===== config.mk =====
export PLATFORM = sky130hd
export DESIGN_NAME = multi_cycle_controller_flat
export DESIGN_NICKNAME = d
export VERILOG_FILES = /design/src/rtl/multi_cycle_controller_if.sv /design/src/rtl/multi_cycle_controller.sv /design/src/flat_wrapper.sv
export SDC_FILE = /design/constraint.sdc
export NUM_CORES = 1
export LEC_CHECK = 0
export BUFFER_PORTS_ARGS = -buffer_cell sky130_fd_sc_hd__buf_2
export CORE_ASPECT_RATIO = 2
export CORE_MARGIN = 2
export CORE_UTILIZATION = 36
export DETAILED_ROUTE_END_ITERATION = 8
export PLACE_DENSITY = 0.71
export SKIP_LAST_GASP = 1
export SLEW_MARGIN = 20
export SYNTH_ARGS = -nofsm -noshare
export SYNTH_HDL_FRONTEND = slang
export SYNTH_SLANG_ARGS = --single-unit

===== constraint.sdc =====
create_clock -name clk -period 1.9 [get_ports clk]
set_input_delay 0.38 -clock clk [delete_from_list [all_inputs] [get_ports clk]]
set_output_delay 0.38 -clock clk [all_outputs]
set_load 0.02 [all_outputs]

===== src/rtl/multi_cycle_controller_if.sv =====
// ---------------------------------------------------------------------------
// multi_cycle_controller_if
//   Bundles the instruction fields, ALU flags and datapath control strobes
//   that pass between the multi-cycle controller and its datapath.
//   Ports (from the controller's side, modport slave):
//     in : Cond[3:0], Op[1:0], Funct[4:0], ALU_flags[3:0] ({N,Z,C,V})
//     out: PCWrite, MemWrite, IRWrite, RegWrite, ImmSrc, ALUSrcA,
//          AdrSrc[1:0], ALUControl[3:0], ALUSrcB[1:0], RegSrc[2:0],
//          ResultSrc[1:0]
//   modport master is the datapath / stimulus side.
// ---------------------------------------------------------------------------
interface multi_cycle_controller_if;
  logic [3:0] Cond;
  logic [1:0] Op;
  logic [4:0] Funct;
  logic [3:0] ALU_flags;

  logic       PCWrite;
  logic       MemWrite;
  logic       IRWrite;
  logic       RegWrite;
  logic       ImmSrc;
  logic       ALUSrcA;
  logic [1:0] AdrSrc;
  logic [3:0] ALUControl;
  logic [1:0] ALUSrcB;
  logic [2:0] RegSrc;
  logic [1:0] ResultSrc;

  modport master (
    output Cond, Op, Funct, ALU_flags,
    input  PCWrite, MemWrite, IRWrite, RegWrite, ImmSrc, ALUSrcA,
           AdrSrc, ALUControl, ALUSrcB, RegSrc, ResultSrc
  );

  modport slave (
    input  Cond, Op, Funct, ALU_flags,
    output PCWrite, MemWrite, IRWrite, RegWrite, ImmSrc, ALUSrcA,
           AdrSrc, ALUControl, ALUSrcB, RegSrc, ResultSrc
  );
endinterface


===== src/rtl/multi_cycle_controller.sv =====
// ---------------------------------------------------------------------------
// multi_cycle_controller
//   Moore control unit for the 8-bit multi-cycle datapath. Sequences each
//   instruction through FETCH/DECODE and the class-specific states, holds
//   the NZCV status register and evaluates the condition field in DECODE.
//   Ports:
//     clk   : single clock, rising edge
//     rst   : synchronous active-high reset
//     bus   : multi_cycle_controller_if.slave (IR fields, flags, strobes)
//     State : current state code (debug/verification)
//
//   state    | code | meaning
//   FETCH    |  0   | read instruction, PC <= PC+1
//   DECODE   |  1   | read registers, evaluate condition, latch RegSrc
//   EXECUTE  |  2   | data-processing ALU op, optional flag update
//   ALUWB    |  3   | write ALU result to register file
//   MEMADR   |  4   | compute memory address
//   MEMREAD  |  5   | read data memory
//   MEMWB    |  6   | write loaded data to register file
//   MEMWRITE |  7   | write data memory
//   LDI      |  8   | write immediate to register file
//   BRANCH   |  9   | PC <= target (link write for BL)
//   BI       | 10   | PC <= register-indirect target
// ---------------------------------------------------------------------------
module multi_cycle_controller #(
  parameter int STATE_W = 4
) (
  input  logic                   clk,
  input  logic                   rst,
  multi_cycle_controller_if.slave bus,
  output logic [STATE_W-1:0]     State
);

  typedef enum logic [3:0] {
    S_FETCH    = 4'd0,
    S_DECODE   = 4'd1,
    S_EXECUTE  = 4'd2,
    S_ALUWB    = 4'd3,
    S_MEMADR   = 4'd4,
    S_MEMREAD  = 4'd5,
    S_MEMWB    = 4'd6,
    S_MEMWRITE = 4'd7,
    S_LDI      = 4'd8,
    S_BRANCH   = 4'd9,
    S_BI       = 4'd10
  } state_t;

  state_t     state_q, state_d;
  logic [3:0] nzcv_q, nzcv_d;
  logic       cond_ex_q, cond_ex_d;
  logic [2:0] reg_src_q, reg_src_d;

  logic cond_pass;
  logic is_undef;
  logic unused_v_flag;

  // No condition code in this ISA looks at V; it is still stored.
  assign unused_v_flag = nzcv_q[0];

  always_comb begin
    cond_pass = 1'b0;
    case (bus.Cond)
      4'b0000: cond_pass =  nzcv_q[2];
      4'b0001: cond_pass = ~nzcv_q[2];
      4'b0010: cond_pass =  nzcv_q[1];
      4'b0011: cond_pass = ~nzcv_q[1];
      4'b0100: cond_pass =  nzcv_q[3];
      4'b0101: cond_pass = ~nzcv_q[3];
      4'b1110: cond_pass = 1'b1;
      default: cond_pass = 1'b0;
    endcase
  end

  assign is_undef = (bus.Op == 2'b11) ||
                    ((bus.Op == 2'b10) && (bus.Funct[1:0] == 2'b11));

  always_comb begin
    state_d   = state_q;
    nzcv_d    = nzcv_q;
    cond_ex_d = cond_ex_q;
    reg_src_d = reg_src_q;

    bus.PCWrite    = 1'b0;
    bus.MemWrite   = 1'b0;
    bus.IRWrite    = 1'b0;
    bus.RegWrite   = 1'b0;
    bus.ImmSrc     = 1'b0;
    bus.ALUSrcA    = 1'b0;
    bus.AdrSrc     = 2'b00;
    bus.ALUControl = 4'b0000;
    bus.ALUSrcB    = 2'b00;
    bus.ResultSrc  = 2'b10;

    case (state_q)
      S_FETCH: begin
        bus.PCWrite = 1'b1;
        bus.IRWrite = 1'b1;
        bus.ALUSrcA = 1'b1;
        bus.ALUSrcB = 2'b10;
        state_d     = S_DECODE;
      end
      S_DECODE: begin
        bus.ALUSrcA = 1'b1;
        bus.ALUSrcB = 2'b10;
        cond_ex_d   = cond_pass;
        // Undefined encodings leave the previous RegSrc in place.
        case (bus.Op)
          2'b00: reg_src_d = 3'b100;
          2'b01: reg_src_d = (bus.Funct[1] || bus.Funct[0]) ? 3'b100 : 3'b110;
          2'b10: begin
            case (bus.Funct[1:0])
              2'b00:   reg_src_d = 3'b000;
              2'b01:   reg_src_d = 3'b001;
              2'b10:   reg_src_d = 3'b101;
              default: reg_src_d = reg_src_q;
            endcase
          end
          default: reg_src_d = reg_src_q;
        endcase
        // The freshly evaluated condition decides; cond_ex_q is stale here.
        if (!cond_pass || is_undef) begin
          state_d = S_FETCH;
        end else begin
          case (bus.Op)
            2'b00:   state_d = S_EXECUTE;
            2'b01:   state_d = bus.Funct[1] ? S_LDI : S_MEMADR;
            default: state_d = (bus.Funct[1:0] == 2'b10) ? S_BI : S_BRANCH;
          endcase
        end
      end
      S_EXECUTE: begin
        bus.ALUControl = bus.Funct[3:0];
        bus.ALUSrcB    = 2'b00;
        if (bus.Funct[4]) nzcv_d = bus.ALU_flags;
        state_d        = S_ALUWB;
      end
      S_ALUWB: begin
        bus.ResultSrc = 2'b00;
        bus.RegWrite  = 1'b1;
        state_d       = S_FETCH;
      end
      S_MEMADR: begin
        bus.ImmSrc     = 1'b0;
        bus.ALUSrcB    = 2'b01;
        bus.ALUControl = 4'b0000;
        state_d        = bus.Funct[0] ? S_MEMREAD : S_MEMWRITE;
      end
      S_MEMREAD: begin
        bus.AdrSrc    = 2'b01;
        bus.ResultSrc = 2'b00;
        state_d       = S_MEMWB;
      end
      S_MEMWB: begin
        bus.ResultSrc = 2'b01;
        bus.RegWrite  = 1'b1;
        state_d       = S_FETCH;
      end
      S_MEMWRITE: begin
        bus.AdrSrc    = 2'b01;
        bus.ResultSrc = 2'b00;
        bus.MemWrite  = 1'b1;
        state_d       = S_FETCH;
      end
      S_LDI: begin
        bus.ImmSrc    = 1'b1;
        bus.ALUSrcB   = 2'b01;
        bus.ResultSrc = 2'b11;
        bus.RegWrite  = 1'b1;
        state_d       = S_FETCH;
      end
      S_BRANCH: begin
        bus.PCWrite    = 1'b1;
        bus.ALUSrcB    = 2'b01;
        bus.ALUControl = 4'b0000;
        bus.ResultSrc  = 2'b10;
        bus.RegWrite   = (bus.Funct[1:0] == 2'b01);
        state_d        = S_FETCH;
      end
      S_BI: begin
        bus.ALUSrcB   = 2'b00;
        bus.ResultSrc = 2'b11;
        bus.PCWrite   = 1'b1;
        state_d       = S_FETCH;
      end
      default: state_d = S_FETCH;
    endcase

    // Post-decode writes are qualified by the latched condition as a guard
    // against entering an execute state without a passing condition.
    if ((state_q != S_FETCH) && (state_q != S_DECODE) && !cond_ex_q) begin
      bus.PCWrite  = 1'b0;
      bus.MemWrite = 1'b0;
      bus.RegWrite = 1'b0;
    end

    // Reset suppresses every architectural write in the same cycle.
    if (rst) begin
      bus.PCWrite  = 1'b0;
      bus.MemWrite = 1'b0;
      bus.IRWrite  = 1'b0;
      bus.RegWrite = 1'b0;
    end
  end

  always_ff @(posedge clk) begin
    if (rst) begin
      state_q   <= S_FETCH;
      nzcv_q    <= 4'b0000;
      cond_ex_q <= 1'b0;
      reg_src_q <= 3'b000;
    end else begin
      state_q   <= state_d;
      nzcv_q    <= nzcv_d;
      cond_ex_q <= cond_ex_d;
      reg_src_q <= reg_src_d;
    end
  end

  assign bus.RegSrc = reg_src_q;
  assign State      = STATE_W'(state_q);

endmodule

===== src/flat_wrapper.sv =====
// flat-port wrapper written by rule: the top's interface ports become plain ports
module multi_cycle_controller_flat 
#(
  parameter int STATE_W = 4
)
  (clk, rst, State, bus_Cond, bus_Op, bus_Funct, bus_ALU_flags, bus_PCWrite, bus_MemWrite, bus_IRWrite, bus_RegWrite, bus_ImmSrc, bus_ALUSrcA, bus_AdrSrc, bus_ALUControl, bus_ALUSrcB, bus_RegSrc, bus_ResultSrc);
  multi_cycle_controller_if bus_i ();
  input  logic clk;
  input  logic rst;
  output logic [STATE_W-1:0] State;
  input wire logic [$bits(bus_i.Cond)-1:0] bus_Cond;
  input wire logic [$bits(bus_i.Op)-1:0] bus_Op;
  input wire logic [$bits(bus_i.Funct)-1:0] bus_Funct;
  input wire logic [$bits(bus_i.ALU_flags)-1:0] bus_ALU_flags;
  output wire logic [$bits(bus_i.PCWrite)-1:0] bus_PCWrite;
  output wire logic [$bits(bus_i.MemWrite)-1:0] bus_MemWrite;
  output wire logic [$bits(bus_i.IRWrite)-1:0] bus_IRWrite;
  output wire logic [$bits(bus_i.RegWrite)-1:0] bus_RegWrite;
  output wire logic [$bits(bus_i.ImmSrc)-1:0] bus_ImmSrc;
  output wire logic [$bits(bus_i.ALUSrcA)-1:0] bus_ALUSrcA;
  output wire logic [$bits(bus_i.AdrSrc)-1:0] bus_AdrSrc;
  output wire logic [$bits(bus_i.ALUControl)-1:0] bus_ALUControl;
  output wire logic [$bits(bus_i.ALUSrcB)-1:0] bus_ALUSrcB;
  output wire logic [$bits(bus_i.RegSrc)-1:0] bus_RegSrc;
  output wire logic [$bits(bus_i.ResultSrc)-1:0] bus_ResultSrc;
  assign bus_i.Cond = bus_Cond;
  assign bus_i.Op = bus_Op;
  assign bus_i.Funct = bus_Funct;
  assign bus_i.ALU_flags = bus_ALU_flags;
  assign bus_PCWrite = bus_i.PCWrite;
  assign bus_MemWrite = bus_i.MemWrite;
  assign bus_IRWrite = bus_i.IRWrite;
  assign bus_RegWrite = bus_i.RegWrite;
  assign bus_ImmSrc = bus_i.ImmSrc;
  assign bus_ALUSrcA = bus_i.ALUSrcA;
  assign bus_AdrSrc = bus_i.AdrSrc;
  assign bus_ALUControl = bus_i.ALUControl;
  assign bus_ALUSrcB = bus_i.ALUSrcB;
  assign bus_RegSrc = bus_i.RegSrc;
  assign bus_ResultSrc = bus_i.ResultSrc;
  multi_cycle_controller #(.STATE_W(STATE_W)) u_core (.clk(clk), .rst(rst), .bus(bus_i), .State(State));
endmodule

==> impl_metrics.json, run 1 <==
{
  "drive_gt1_frac": 0.398,
  "syn-num-nets": 152,
  "fin_skew_ns": 0.00254,
  "cts_buffers": 3,
  "final_cell_area_um2": 1330,
  "synth-seq-area-share": 0.232,
  "core_area_um2": 2540,
  "place_ws_ns": 0.108,
  "ios": 40,
  "port_buffers": 37,
  "wl_per_cell_um": 13.3,
  "worstSetupEndpointType": "output port",
  "htree_levels": 1,
  "ys_ff_latch": 11,
  "whs_endpoint": "u_core.nzcv_q[3]$_SDFFE_PP0P_",
  "clk_latency_ns": 0.24,
  "synth.largest_area_cell": "dfxtp_1",
  "leakage_nw": 0.617,
  "synth-main-ff-cell": "dfxtp_1",
  "vias": 1080,
  "rsz0062_at_grt": "yes",
  "drc": 0,
  "peakVddDrop_uv": 428,
  "die_y_um": 76.7,
  "initial_core_util": 0.375,
  "synthCells": 126,
  "clock-sinks": 11,
  "viasPerCell": 5.43,
  "r2r_slack_ns": 0.12,
  "met2WireLength_um": 1590,
  "synth_common_cells": "11 x a21oi_1, 11 x dfxtp_1, 10 x nand3_1",
  "cts_tree": "done",
  "criticalPathCategory": "register to output port",
  "setup.worst_path.start": "u_core.State[3]$_SDFF_PP0_",
  "synth_cell_types": 38,
  "tns_ns": 0,
  "gp_congestion": 0.901,
  "r2r-start": "u_core.State[1]$_SDFF_PP0_",
  "setup_violations": 0,
  "wl_met3_um": 92,
  "synthToLayoutAreaGrowth_pct": 40.1,
  "period_share": 0.986,
  "rr_endpoint": "u_core.State[2]$_SDFF_PP0_",
  "diodes": 0,
  "postRouteAntennaNets": 0,
  "cts_buffer_depth": 2,
  "netlist_area_um2": 951,
  "grt_pass1_vias": 967,
  "async_reset_ff_frac": 0,
  "status": "finished clean",
  "first_pass_iters": 4,
  "grt_remaining_overflow": 0,
  "final.min_clock_period_ns": 1.87,
  "worstPathMaxFanout": 6,
  "worstHoldStart": "bus_ALU_flags[3]",
  "yosys_warnings": 0,
  "crit_required_ns": 1.52,
  "max_freq_mhz": 534,
  "grt_pass1_wl_um": 4110,
  "hold_buffers": 0,
  "antenna_found_initial": 0,
  "drt_iter0_drc": 13,
  "synth_top_area_frac": 0.232,
  "synth_edf_count": 0,
  "grt.total_usage": 0.181,
  "layout.nets": 198,
  "r2r.worst_path.cells": 5,
  "finalHoldViolCount": 0,
  "arrival_ns": 1.49,
  "drv_cap": 0,
  "grt_max_degree": 14,
  "holdPathStages": 3,
  "hpwl_um": 1970,
  "die_w_um": 40.3,
  "p_per_area_nw_per_um2": 511,
  "highest_layer": "met4",
  "die_area_um2": 3090,
  "cts_root_buf": "clkbuf_8",
  "synth_area_leaders": "dfxtp_1 23%, ha_1 12%, a21oi_1 5.8%, nand3_1 5.3%, nand2_1 3.6%",
  "synth_area_per_cell_um2": 7.55,
  "start_kind": "register",
  "cts.clk_slew.worst_paths_ns": 0.05,
  "slew_viol_final": 0,
  "fin_ws_ns": 0.0263,
  "met1_length_um": 924,
  "rows": 26,
  "hp-class": "input pin to register",
  "wl_um": 2650,
  "place_area_um2": 1200
}
-- repair_timing --
item | in CTS | in global routing
endpoints found under the setup margin | 6 | 3
cloned | 0 | 0
resized for setup | 3 | 16
setup buffers | 0 | 5
pin swaps | 0 | 2
-- layout make-up --
cell class,instances,area [um2]
Inverter,8,30.0
Sequential cell,11,233
Multi-Input combinational cell,100,698
Tap cell,28,35.0
Fill cell,251,1200
Clock buffer,4,45.0
Timing Repair Buffer,48,292
-- logic make-up (layout without fill, tap and decap cells) --
kind of cell,Yosys count,after routing,synth area share
AOI/OAI and AO/OA,27,27,0.183
buffers and inverters,15,60,0.0710
xor gates and xnor gates,1,1,0.00921
and+or+nand+nor,60,60,0.362
DFF,11,11,0.232
muxes,2,2,0.0211
adders and majority gates,9,9,0.118
other,1,1,0.00394
-- worst max-delay path, stage by stage (launching register included) --
cell     delay, ns
dfxtp_4       0.36
buf_6         0.13
or4_4         0.52
nor2_4        0.12
buf_6         0.12
-- routing by layer --
layer  GRT usage  vias up
met5           0        -
met4      0.0867        0
met3      0.0173        6
met2       0.332       28
met1       0.177      509
li1            -      537
-- placed cells by master, fill, tap and decap left out, drive strengths merged, types with 2 or more instances in the layout --
master and instances:
a21o 2, a21oi 11, and2 5, buf 48
clkbuf 4, dfxtp 11, ha 9, inv 8
mux2i 2, nand2 9, nand2b 4, nand3 11
nand3b 3, nand4 2, nor2 8, nor3 7
nor3b 2, nor4b 2, o21ai 5, o31ai 3
or3 2
-- per-stage QoR --
| stage | hold slack (ns) | utilization | power [mW] | instances |
|---|---|---|---|---|
| floorplan | 0.444 | - | 0.366 | 126 |
| global placement | 0.458 | 0.473 | 0.421 | 190 |
| detailed placement | 0.459 | 0.473 | 0.427 | 190 |
| CTS | 0.398 | 0.492 | 0.668 | 194 |
| global route | 0.416 | 0.525 | 0.718 | 199 |
| finish | 0.399 | 0.525 | 0.681 | 199 |
-- worst max-delay path by stage --
stage                   endpoint  slack (ns)
floorplan           bus_RegWrite       0.006
CTS                  bus_IRWrite       0.004
detailed placement  bus_RegWrite        0.11
global placement    bus_RegWrite        0.14
finish               bus_IRWrite        0.03
global route         bus_IRWrite       -0.02
-- flip-flops by register name (all words and copies together) (netlist names) --
| signal | cells |
|---|---|
| u_core.bus.RegSrc | 3 |
| u_core.nzcv_q | 3 |
| u_core.cond_ex_q | 1 |
| u_core.State | 4 |
-- power breakdown --
part / switching, mW / internal, mW
Clock: 0.0933 / 0.148
Sequential: 0.00791 / 0.236
Combinational: 0.112 / 0.0837
No activity file was read; power rests on OpenSTA's default activity.
==> inputs of run 2 (changes only) <==
--- a/config.mk
+++ b/config.mk
@@ -10,7 +10,7 @@
 export CORE_MARGIN = 2
 export CORE_UTILIZATION = 36
 export DETAILED_ROUTE_END_ITERATION = 8
-export PLACE_DENSITY = 0.71
+export PLACE_DENSITY_LB_ADDON = 0.05
 export SKIP_LAST_GASP = 1
 export SLEW_MARGIN = 20
 export SYNTH_ARGS = -nofsm -noshare
==> run 2 against run 1 <==
Effect of this change: register-to-register slack about the same; power is 1.0% lower; critical path depth did not move; cell area decreased by 2.2%; sequential share of layout area shrank 0.094 points; first-iteration DRC count shrank 15%; sequential cell count unchanged; clock power decreased by 2%; critical path type unchanged; largest power group unchanged.
==> impl_metrics.json, run 2 (synthesized netlist as in run 1, its figures left out) <==
{
  "path_cells": "buf_6 > or4_4 > nor2_4 > buf_6",
  "layout_common_cells": "35 x buf_2, 11 x a21oi_1, 10 x nand3_1, 9 x nand2_1, 9 x ha_1",
  "multi_input_area_um2": 709,
  "worstSetupEndpointType": "output port",
  "peakVddDrop_uv": 380,
  "grt_remaining_overflow": 0,
  "start_kind": "register",
  "setup_violations": 0,
  "diodes": 0,
  "port_buffers": 37,
  "final.min_clock_period_ns": 1.86,
  "finalHoldViolCount": 0,
  "antenna_found_initial": 0,
  "n_fill_cell": 269,
  "max_freq_mhz": 538,
  "gp_congestion": 0.759,
  "p_per_area_nw_per_um2": 517,
  "criticalPathCategory": "register to output port",
  "rsz0062_at_grt": "yes",
  "cts_tree": "done",
  "cts_buffer_depth": 2,
  "first_pass_iters": 4,
  "fin_skew_ns": 0.00257,
  "die_y_um": 76.7,
  "cts_root_buf": "clkbuf_8",
  "r2r_slack_ns": 0.12,
  "ios": 40,
  "initial_core_util": 0.375,
  "tns_ns": 0,
  "cts_buffers": 3,
  "holdWs_ns": 0.395,
  "fin_ws_ns": 0.0404,
  "r2r.worst_path.cells": 5,
  "core_area_um2": 2540,
  "layout.nets": 195,
  "crit_required_ns": 1.52,
  "grt.total_usage": 0.175,
  "rows": 26,
  "worstPathMaxFanout": 14,
  "die_w_um": 40.3,
  "viasPerCell": 5.19,
  "cp_top_family": "simple AND/OR/NAND/NOR gates",
  "p_sw_mw": 0.207,
  "grt_pass1_vias": 945,
  "grt_pass1_wl_um": 3970,
  "synthToLayoutAreaGrowth_pct": 37.1,
  "postRouteAntennaNets": 0,
  "p_comb_frac": 0.285,
  "setup.worst_path.start": "u_core.State[0]$_SDFF_PP0_",
  "clk_latency_ns": 0.24,
  "wl_um": 2410,
  "period_share": 0.979,
  "hold_buffers": 0,
  "status": "finished clean",
  "endpoint": "bus_IRWrite",
  "clock-sinks": 11,
  "r2r-start": "u_core.State[2]$_SDFF_PP0_",
  "drive_gt1_frac": 0.375,
  "drc": 0,
  "wl_per_cell_um": 12.3,
  "path_buf_inv": 2,
  "pwr-share-seq": 0.364,
  "largest_reg_flops": 4,
  "layout_commonest_cell": "buf_2",
  "place_ws_ns": 0.0974,
  "p_int_mw": 0.467,
  "cts.clk_slew.worst_paths_ns": 0.05,
  "p_total_mw": 0.674,
  "vias": 1018,
  "ff_latch_area_um2": 226,
  "final_cell_area_um2": 1300,
  "arrival_ns": 1.48,
  "rr_endpoint": "u_core.State[1]$_SDFF_PP0_",
  "cp_slowest_cell": "or4_4",
  "hpwl_um": 1940,
  "slew_viol_final": 0,
  "crit_top_cell": "buf_6",
  "critPathMaxStageDelay_ns": 0.54,
  "path_depth": 4,
  "p_sw_frac": 0.308,
  "p_clk_frac": 0.351,
  "die_area_um2": 3090,
  "drv_cap": 0,
  "drt_iter0_drc": 11,
  "place_area_um2": 1210,
  "leakage_nw": 0.602,
  "grt_max_degree": 17,
  "htree_levels": 1,
  "hp-class": "input pin to register"
}
-- run 2: changes by cell type in the layout (fill, tap and decap cells not counted) --
| cell | before | now |
|---|---|---|
| buf_6 | 5 | 2 |
| dfxtp_1 | 7 | 8 |
| dfxtp_2 | 1 | 2 |
| dfxtp_4 | 3 | 1 |
| ha_1 | 8 | 9 |
| ha_2 | 1 | 0 |
| inv_1 | 7 | 8 |
| inv_2 | 1 | 0 |
| nor4b_2 | 1 | 0 |
| nor4b_4 | 0 | 1 |
| o31ai_1 | 3 | 2 |
| o31ai_2 | 0 | 1 |
-- run 2: power by group through the flow --
stage,clock (mW),combinational (mW),sequential (mW)
final,0.236,0.192,0.245
after global routing,0.254,0.214,0.246
after CTS,0.248,0.181,0.247
after detailed placement,0,0.179,0.251
after global placement,0,0.176,0.250
after floorplan,0,0.108,0.257
-- run 2: per-stage QoR --
step	utilization	instances
floorplan	-	126
global placement	0.476	191
detailed placement	0.476	191
CTS	0.499	195
global route	0.514	196
finish	0.514	196
-- run 2: worst register-to-register path: cells and delay by family (launching register included) --
kind,cells,cell delay [ns]
simple gates,2,0.71
compound gates,2,0.48
flops,1,0.34
buf+inv,1,0.15
-- run 2: layer usage --
layer | global-route usage | wire, um | vias to the layer above
li1 | - | - | 530
met3 | 0.0173 | 115 | 6
met1 | 0.185 | 885 | 448
met5 | 0 | 0 | -
met4 | 0.0867 | 51 | 0
met2 | 0.308 | 1350 | 34
-- run 2: repair_timing --
item / in CTS / in global routing
setup endpoints to repair: 7 / 2
pin swaps: 0 / 1
buffers inserted: 0 / 1
gates resized for setup: 4 / 9
-- run 2: cell type report --
class                   instances  area share
well taps                      28      0.0269
clock buffers                   4      0.0345
flip-flops and latches         11       0.174
inverters                       8      0.0230
multi-input cells             100       0.544
repair buffers                 45       0.198
-- run 2: worst min-delay path by stage --
stage,start,to,depth (start not counted)
finish,bus_ALU_flags[2],u_core.nzcv_q[2]$_SDFFE_PP0P_,3
detailed placement,u_core.nzcv_q[2]$_SDFFE_PP0P_,u_core.nzcv_q[2]$_SDFFE_PP0P_,2
global placement,u_core.bus.RegSrc[0]$_SDFFE_PP0P_,u_core.bus.RegSrc[0]$_SDFFE_PP0P_,2
floorplan,u_core.nzcv_q[2]$_SDFFE_PP0P_,u_core.nzcv_q[2]$_SDFFE_PP0P_,2
global route,bus_ALU_flags[2],u_core.nzcv_q[2]$_SDFFE_PP0P_,3
CTS,bus_ALU_flags[1],u_core.nzcv_q[1]$_SDFFE_PP0P_,3
==> inputs of run 3 (changes only) <==
--- a/config.mk
+++ b/config.mk
@@ -6,10 +6,12 @@
 export NUM_CORES = 1
 export LEC_CHECK = 0
 export BUFFER_PORTS_ARGS = -buffer_cell sky130_fd_sc_hd__buf_2
-export CORE_ASPECT_RATIO = 2
+export CORE_ASPECT_RATIO = 0.75
 export CORE_MARGIN = 2
 export CORE_UTILIZATION = 36
 export DETAILED_ROUTE_END_ITERATION = 8
+export HOLD_SLACK_MARGIN = 0.08
+export MAX_ROUTING_LAYER = met4
 export PLACE_DENSITY_LB_ADDON = 0.05
 export SKIP_LAST_GASP = 1
 export SLEW_MARGIN = 20
==> run 3 against run 2 <==
Effect of this change: sequential power is essentially flat; critical path depth unchanged; die area fell by 0.66%; highest routed layer unchanged; clock skew is 0.0017 ns lower; non-clock buffer count grew 6; combinational power up 9%; register-to-register slack is essentially flat; clock power decreased by 30%; utilization increased by 1.4 points; power is 8.1% lower.
==> impl_metrics.json, run 3 (synthesized netlist as in run 1, its figures left out) <==
{
  "layout.nets": 201,
  "die_area_um2": 3070,
  "max_freq_mhz": 543,
  "clk_latency_ns": 0.27,
  "r2r.worst_path.cells": 5,
  "setup.worst_path.start": "u_core.State[0]$_SDFF_PP0_",
  "holdWs_ns": 0.347,
  "ios": 40,
  "rr_endpoint": "u_core.bus.RegSrc[2]$_SDFFE_PP0P_",
  "layout_common_cells": "34 x buf_2, 15 x buf_4, 11 x a21oi_1, 10 x nand3_1",
  "antenna_found_initial": 0,
  "grt_pass1_wl_um": 4110,
  "grt.total_usage": 0.172,
  "status": "finished clean",
  "pwr-share-seq": 0.395,
  "path_cells": "buf_6 > or4_4 > nor2_4 > buf_6",
  "hpwl_um": 1870,
  "hp-class": "input pin to register",
  "cp_slowest_cell": "or4_4",
  "vias": 1031,
  "p_per_area_nw_per_um2": 458,
  "p_int_mw": 0.413,
  "crit_top_cell": "buf_6",
  "port_buffers": 37,
  "diodes": 0,
  "worstSetupEndpointType": "output port",
  "period_share": 0.969,
  "p_comb_frac": 0.338,
  "p_sw_frac": 0.334,
  "r2r-start": "u_core.State[1]$_SDFF_PP0_",
  "cts_tree": "done",
  "synthToLayoutAreaGrowth_pct": 42.2,
  "first_pass_iters": 4,
  "postRouteAntennaNets": 0,
  "grt_remaining_overflow": 0,
  "worstPathMaxFanout": 7,
  "p_clk_frac": 0.267,
  "cts_buffer_depth": 2,
  "layout_commonest_cell": "buf_2",
  "cts_root_buf": "clkbuf_4",
  "grt_max_degree": 13,
  "leakage_nw": 0.631,
  "rows": 16,
  "drt_iter0_drc": 31,
  "arrival_ns": 1.46,
  "holdPathStages": 3,
  "p_sw_mw": 0.207,
  "finalHoldViolCount": 0,
  "crit_required_ns": 1.52,
  "endpoint": "bus_IRWrite",
  "peakVddDrop_uv": 214,
  "drv_cap": 0,
  "clock-sinks": 11,
  "cts.clk_slew.worst_paths_ns": 0.07,
  "largest_reg_flops": 4,
  "slew_viol_final": 0,
  "final.min_clock_period_ns": 1.84,
  "fin_skew_ns": 0.000836,
  "htree_levels": 1,
  "viasPerCell": 4.91,
  "grt_pass1_vias": 972,
  "r2r_slack_ns": 0.11,
  "die_y_um": 48.5,
  "gp_congestion": 0.757,
  "initial_core_util": 0.371,
  "start_kind": "register",
  "wl_per_cell_um": 11.9,
  "critPathMaxStageDelay_ns": 0.52,
  "wl_um": 2490,
  "setup_violations": 0,
  "drive_gt1_frac": 0.408,
  "drc": 0,
  "p_total_mw": 0.619,
  "criticalPathCategory": "register to output port",
  "core_area_um2": 2560,
  "die_w_um": 63.3,
  "cts_buffers": 3
}
## run 3: stage by stage
stage / instances / area, um2 / setup TNS [ns] / setup WS (ns) / util
after detailed placement: 200 / 1220 / 0 / 0.130 / 0.478
after floorplan: 126 / 972 / 0 / 0.00568 / -
after global routing: 210 / 1350 / -0.00412 / -0.00222 / 0.528
final: 210 / 1350 / 0 / 0.0581 / 0.528
after global placement: 200 / 1220 / 0 / 0.145 / 0.478
after CTS: 209 / 1310 / 0 / 0.0105 / 0.511
## run 3: area by class of cell
| class | count | area (um2) |
|---|---|---|
| Tap cell | 36 | 45.0 |
| Sequential cell | 11 | 228 |
| Inverter | 8 | 30.0 |
| Clock buffer | 4 | 26.3 |
| Multi-Input combinational cell | 100 | 718 |
| Fill cell | 268 | 1210 |
| Timing Repair Buffer | 51 | 305 |
## run 3: timing repair
item	4_1_cts	5_1_grt
endpoints found under the setup margin	6	8
buffers inserted	6	1
resized for setup	7	9
hold buffers	0	0
endpoints found under the hold margin	0	0
pin swaps	1	5
## run 3: worst min path at each step
stage / start / to / slack [ns]
6_report: bus_ALU_flags[2] / u_core.nzcv_q[2]$_SDFFE_PP0P_ / 0.35
5_1_grt: bus_ALU_flags[1] / u_core.nzcv_q[1]$_SDFFE_PP0P_ / 0.35
4_1_cts: bus_ALU_flags[2] / u_core.nzcv_q[2]$_SDFFE_PP0P_ / 0.35
3_5_place_dp: u_core.bus.RegSrc[0]$_SDFFE_PP0P_ / u_core.bus.RegSrc[0]$_SDFFE_PP0P_ / 0.46
3_3_place_gp: u_core.bus.RegSrc[0]$_SDFFE_PP0P_ / u_core.bus.RegSrc[0]$_SDFFE_PP0P_ / 0.46
2_1_floorplan: u_core.nzcv_q[2]$_SDFFE_PP0P_ / u_core.nzcv_q[2]$_SDFFE_PP0P_ / 0.44
## run 3: worst max-delay path: cells and delay by family, from the launching register on
kind / cells / cell delay [ns]
AND/OR/NAND/NOR: 2 / 0.61
buffers and inverters: 2 / 0.25
flip-flops: 1 / 0.32
## run 3: per-layer routing
| metal | share of wire | track usage | vias to the layer above | routed length [um] |
|---|---|---|---|---|
| met5 | 0 | - | - | 0 |
| met4 | 0.014 | 0.0543 | 0 | 36 |
| met3 | 0.046 | 0.0512 | 4 | 114 |
| met2 | 0.46 | 0.270 | 26 | 1130 |
| met1 | 0.48 | 0.213 | 457 | 1210 |
| li1 | - | - | 544 | - |
## run 3: power groups by stage
| stage | clock (mW) | combinational [mW] | sequential, mW |
|---|---|---|---|
| CTS | 0.168 | 0.197 | 0.245 |
| global placement | 0 | 0.177 | 0.249 |
| detailed placement | 0 | 0.181 | 0.250 |
| global route | 0.193 | 0.230 | 0.246 |
| floorplan | 0 | 0.108 | 0.257 |
| finish | 0.165 | 0.209 | 0.245 |
